`config.mk`:
```
export PLATFORM = sky130hd
export DESIGN_NAME = mem_bus_arbiter
export DESIGN_NICKNAME = d
export VERILOG_FILES = /design/src/rtl/mem_bus_arbiter.sv
export SDC_FILE = /design/constraint.sdc
export NUM_CORES = 1
export LEC_CHECK = 0
export CAP_MARGIN = 15
export CELL_PAD_IN_SITES_DETAIL_PLACEMENT = 1
export CELL_PAD_IN_SITES_GLOBAL_PLACEMENT = 1
export CORE_ASPECT_RATIO = 1.25
export CORE_MARGIN = 4
export CORE_UTILIZATION = 24
export CTS_BUF_LIST = sky130_fd_sc_hd__clkbuf_2 sky130_fd_sc_hd__clkbuf_4 sky130_fd_sc_hd__clkbuf_8
export DETAILED_ROUTE_END_ITERATION = 8
export PLACE_DENSITY_LB_ADDON = 0.12
export SLEW_MARGIN = 15
export SYNTH_ARGS = -nofsm -noshare
export SYNTH_HDL_FRONTEND = slang
export SYNTH_SLANG_ARGS = --single-unit
```
`constraint.sdc`:
```
create_clock -name clk -period 1.9 [get_ports clk]
set_input_delay 0.19 -clock clk [delete_from_list [all_inputs] [get_ports clk]]
set_output_delay 0.19 -clock clk [all_outputs]
set_load 0.05 [all_outputs]
```
`src/rtl/mem_bus_arbiter.sv`:
```
// N-master to 1-slave memory bus arbiter with fixed-priority or round-robin selection.
// The winning request is latched onto the slave port and held until the slave acknowledges it.
module mem_bus_arbiter #(
  parameter int NUM_MASTERS = 2,
  parameter int ADDR_WIDTH  = 19,
  parameter int DATA_WIDTH  = 16,
  parameter int ROUND_ROBIN = 1,
  localparam int BW = DATA_WIDTH / 8,
  localparam int GW = $clog2(NUM_MASTERS)
) (
  input  logic                          clk,
  input  logic                          reset,
  input  logic [NUM_MASTERS*ADDR_WIDTH-1:0] m_addr,
  input  logic [NUM_MASTERS*DATA_WIDTH-1:0] m_data_out,
  input  logic [NUM_MASTERS-1:0]        m_wr_en,
  input  logic [NUM_MASTERS*BW-1:0]     m_bytesel,
  input  logic [NUM_MASTERS-1:0]        m_io,
  input  logic [NUM_MASTERS-1:0]        m_access,
  output logic [NUM_MASTERS-1:0]        m_ack,
  output logic [DATA_WIDTH-1:0]         m_data_in,
  output logic [ADDR_WIDTH-1:0]         s_addr,
  output logic [DATA_WIDTH-1:0]         s_data_out,
  output logic                          s_wr_en,
  output logic [BW-1:0]                 s_bytesel,
  output logic                          s_io,
  output logic                          s_access,
  input  logic                          s_ack,
  input  logic [DATA_WIDTH-1:0]         s_data_in,
  output logic [GW-1:0]                 grant,
  output logic                          busy
);

  typedef enum logic {IDLE, BUSY} state_t;

  state_t                r_state;
  state_t                w_next_state;
  logic [ADDR_WIDTH-1:0] r_s_addr;
  logic [DATA_WIDTH-1:0] r_s_data_out;
  logic                  r_s_wr_en;
  logic [BW-1:0]         r_s_bytesel;
  logic                  r_s_io;
  logic [GW-1:0]         r_grant;
  logic [GW-1:0]         w_win;
  logic [GW-1:0]         w_idx;
  logic                  w_found;
  logic                  w_any;
  logic [NUM_MASTERS-1:0] w_ack;

  assign w_any = |m_access;

  // Round robin searches upward from the slot after the last grant, wrapping modulo NUM_MASTERS.
  always_comb begin
    w_win   = '0;
    w_idx   = '0;
    w_found = 1'b0;
    for (int k = 0; k < NUM_MASTERS; k++) begin
      if (ROUND_ROBIN != 0) begin
        w_idx = GW'((int'(r_grant) + 1 + k) % NUM_MASTERS);
      end else begin
        w_idx = GW'(k);
      end
      if (!w_found && m_access[w_idx]) begin
        w_found = 1'b1;
        w_win   = w_idx;
      end
    end
  end

  always_ff @(posedge clk) begin
    if (reset) begin
      r_state <= IDLE;
    end else begin
      r_state <= w_next_state;
    end
  end

  always_comb begin
    w_next_state = r_state;
    case (r_state)
      IDLE:    if (w_any) w_next_state = BUSY;
      BUSY:    if (s_ack) w_next_state = IDLE;
      default: w_next_state = IDLE;
    endcase
  end

  always_ff @(posedge clk) begin
    if (reset) begin
      r_s_addr     <= '0;
      r_s_data_out <= '0;
      r_s_wr_en    <= 1'b0;
      r_s_bytesel  <= '0;
      r_s_io       <= 1'b0;
      r_grant      <= GW'(NUM_MASTERS - 1);
    end else if (r_state == IDLE && w_any) begin
      r_s_addr     <= m_addr[w_win*ADDR_WIDTH +: ADDR_WIDTH];
      r_s_data_out <= m_data_out[w_win*DATA_WIDTH +: DATA_WIDTH];
      r_s_wr_en    <= m_wr_en[w_win];
      r_s_bytesel  <= m_bytesel[w_win*BW +: BW];
      r_s_io       <= m_io[w_win];
      r_grant      <= w_win;
    end
  end

  // The slave ack is steered straight back to the granted master in the same cycle.
  always_comb begin
    w_ack = '0;
    if (r_state == BUSY) begin
      w_ack[r_grant] = s_ack;
    end
  end

  assign m_ack      = w_ack;
  assign m_data_in  = s_data_in;
  assign s_addr     = r_s_addr;
  assign s_data_out = r_s_data_out;
  assign s_wr_en    = r_s_wr_en;
  assign s_bytesel  = r_s_bytesel;
  assign s_io       = r_s_io;
  assign s_access   = (r_state == BUSY);
  assign busy       = (r_state == BUSY);
  assign grant      = r_grant;

endmodule

```
==> results.toml <==
[global_routing]
grt_max_degree = 45
antenna_found_initial = 0
grt_pass1_vias = 2169
grt_pass1_wl_um = 10900
grt_usage = 0.132
overflow = 0

[timing]
min_period_ns = 1.77
max_clock_freq_ghz = 0.565
tightest_slew_ns = 0.586
report.final.slew_viol_count = 0
hold_viol_final = 0
rsz0062_at_grt = "false"
setup_viol = 0
fin_worst_skew_ns = 0.00768
maxSlewHeadroom = 0.610
fin_crit_sh = 0.931
fin_tns_setup_ns = 0

[drt]
wl_per_cell_um = 14.8
drt-initial-drc-count = 42
ant_nets = 0
routed_wl_um = 6640
vias = 2087
drt-pass1-iter-count = 4
vias_per_cell = 4.66
drc = 0

[hold_path]
hold_start = "reset"
whs_path_depth = 2
hold_class = "primary input to flop"
worstHoldEndpoint = "busy$_SDFF_PP0_"

[finish]
drive_gt1_frac = 0.0883
fin_area_um2 = 3390
fill_cells = 1000
final_nets = 449
area_growth_syn_to_layout_pct = 67.6
finalNonFillerCells = 448
utilization = 0.411
antenna_cells = 0

[clock_network]
cts_buffer_depth = 2
htreeDepth = 2
holdBufCountCts = 0
clock_latency_ns = 0.29
cts_tree = "yes"
cts_num_sinks = 41
post_cts_resized = 0
root_buffer = "clkbuf_8"
numCtsBuffers = 5
path_clk_slew_ns = 0.07
post-cts-setup-buffers = 0

[power]
finalPower_w = 0.00267
peakVddDrop_v = 0.000293
total_leakage_power_nw = 1.30
power_density_nw_per_um2 = 789

[synthesis]
synthCells = 248
synth_nets = 347
synth_seq_area_share = 0.406
avgSynthCellArea_um2 = 8.15
ys_types = 18
syn-cell-area_um2 = 2020
ys_ff_latch = 41
yosys_warnings = 0

[floorplanning]
die_h_um = 111
coreArea_um2 = 8240
std_cell_rows = 37
ioPinCount = 159
design.die.area_um2 = 9960
fp.dieW_um = 90.1
start_util = 0.245

[placed_design]
place_hpwl_um = 4820
dp.cells = 440
gp_congestion = 0.682
placed_area_um2 = 3280
port_buffers = 126

[setup_path]
slowest_delay_ns = 0.85
worstSetupPathType = "flop to output port"
crit_family = "buffers and inverters"
cp_num_buf_inv = 1
worst-r2r-setup-slack_ns = 0.62
reg2reg_from = "busy$_SDFF_PP0_"
cp_data_required_time_ns = 1.71
r2r-end = "s_data_out[14]$_SDFFE_PP0P_"
cp_max_fo = 8
critPathSlowestCell = "clkdlybuf4s50_1"
worst_setup_path_start_kind = "flop"
endpoint_kind = "output port"
r2r_cells = 4
cp.arrival_ns = 1.58
path_cells = "clkdlybuf4s50_1"

[run]
drv_cap = 0

[status]
outcome = "complete, no violations"
## sequential cells by signal, indices dropped and copies added (netlist names), named ones only
name	flops
s_data_out	16
s_bytesel	2
busy	1
s_addr	19
s_wr_en	1
s_io	1
## cells by family (layout without fill, tap and decap cells)
kind of cell,Yosys count,in the layout,share of synthesized area
AO/OA/AOI/OAI,44,44,0.219
buffers and inverters,40,143,0.142
flip-flops,41,41,0.406
AND/OR/NAND/NOR,123,123,0.233
## power breakdown
part / switching, W / leakage, nW / internal, W / total, W
clock network: 0.000307 / 0.0542 / 0.000329 / 0.000636
registers: 0.0000475 / 0.341 / 0.000951 / 0.000998
logic: 0.000595 / 0.906 / 0.000443 / 0.00104
## how the worst max path moves through the flow
stage | from | to | slack [ns] | cells after the start
after floorplan | busy$_SDFF_PP0_ | m_ack[0] | 0.26 | 2
after global routing | busy$_SDFF_PP0_ | busy | 0.07 | 1
after detailed placement | m_access[0] | s_addr[9]$_SDFFE_PP0P_ | 0.26 | 5
final | busy$_SDFF_PP0_ | s_access | 0.13 | 1
after global placement | m_access[0] | s_data_out[0]$_SDFFE_PP0P_ | 0.29 | 5
after CTS | busy$_SDFF_PP0_ | busy | 0.11 | 1
## stage by stage
stage	worst slack [ns]	hold slack [ns]
6_report	0.131	0.378
4_1_cts	0.107	0.380
2_1_floorplan	0.256	0.342
5_1_grt	0.0664	0.380
3_5_place_dp	0.255	0.380
3_3_place_gp	0.291	0.380
## placed cells by master, fill, tap and decap left out, types with 2 or more instances in the layout
master,count
a311oi_1,30
clkdlybuf4s50_1,123
a311oi_2,9
nor2_1,41
buf_12,8
clkbuf_8,7
buf_4,2
dfxtp_1,41
nand2_1,79
## layout make-up
type,count,area (um2),share of cell area
sequential,41,821,0.242
clock inverter,1,5.00,0.00148
tap,97,121,0.0358
inverter,1,3.75,0.00111
clock buffer,7,96.3,0.0285
multi-input combinational,167,927,0.274
timing repair buffer,134,1410,0.417
## synth_stat cells (all sizes together)
library cell / count / area, um2
nor3b: 1 / 7.51
a21oi: 1 / 5.00
nand2b: 1 / 6.26
a211o: 1 / 8.76
and3: 1 / 6.26
buf: 34 / 264
a21boi: 1 / 11.3
nor2: 41 / 154
dfxtp: 41 / 821
inv: 1 / 3.75
a311oi: 39 / 398
a21bo: 1 / 10.0
clkbuf: 5 / 18.8
nand2: 79 / 297
o21ba: 1 / 10.0
## metal layers
| layer | vias up | track usage | wire, um |
|---|---|---|---|
| met4 | 0 | 0.0347 | 85 |
| met3 | 11 | 0.0375 | 428 |
| li1 | 1035 | - | - |
| met2 | 76 | 0.241 | 3350 |
| met1 | 965 | 0.150 | 2770 |
| met5 | - | 0 | 0 |
Power figures use the tool's default switching activity.
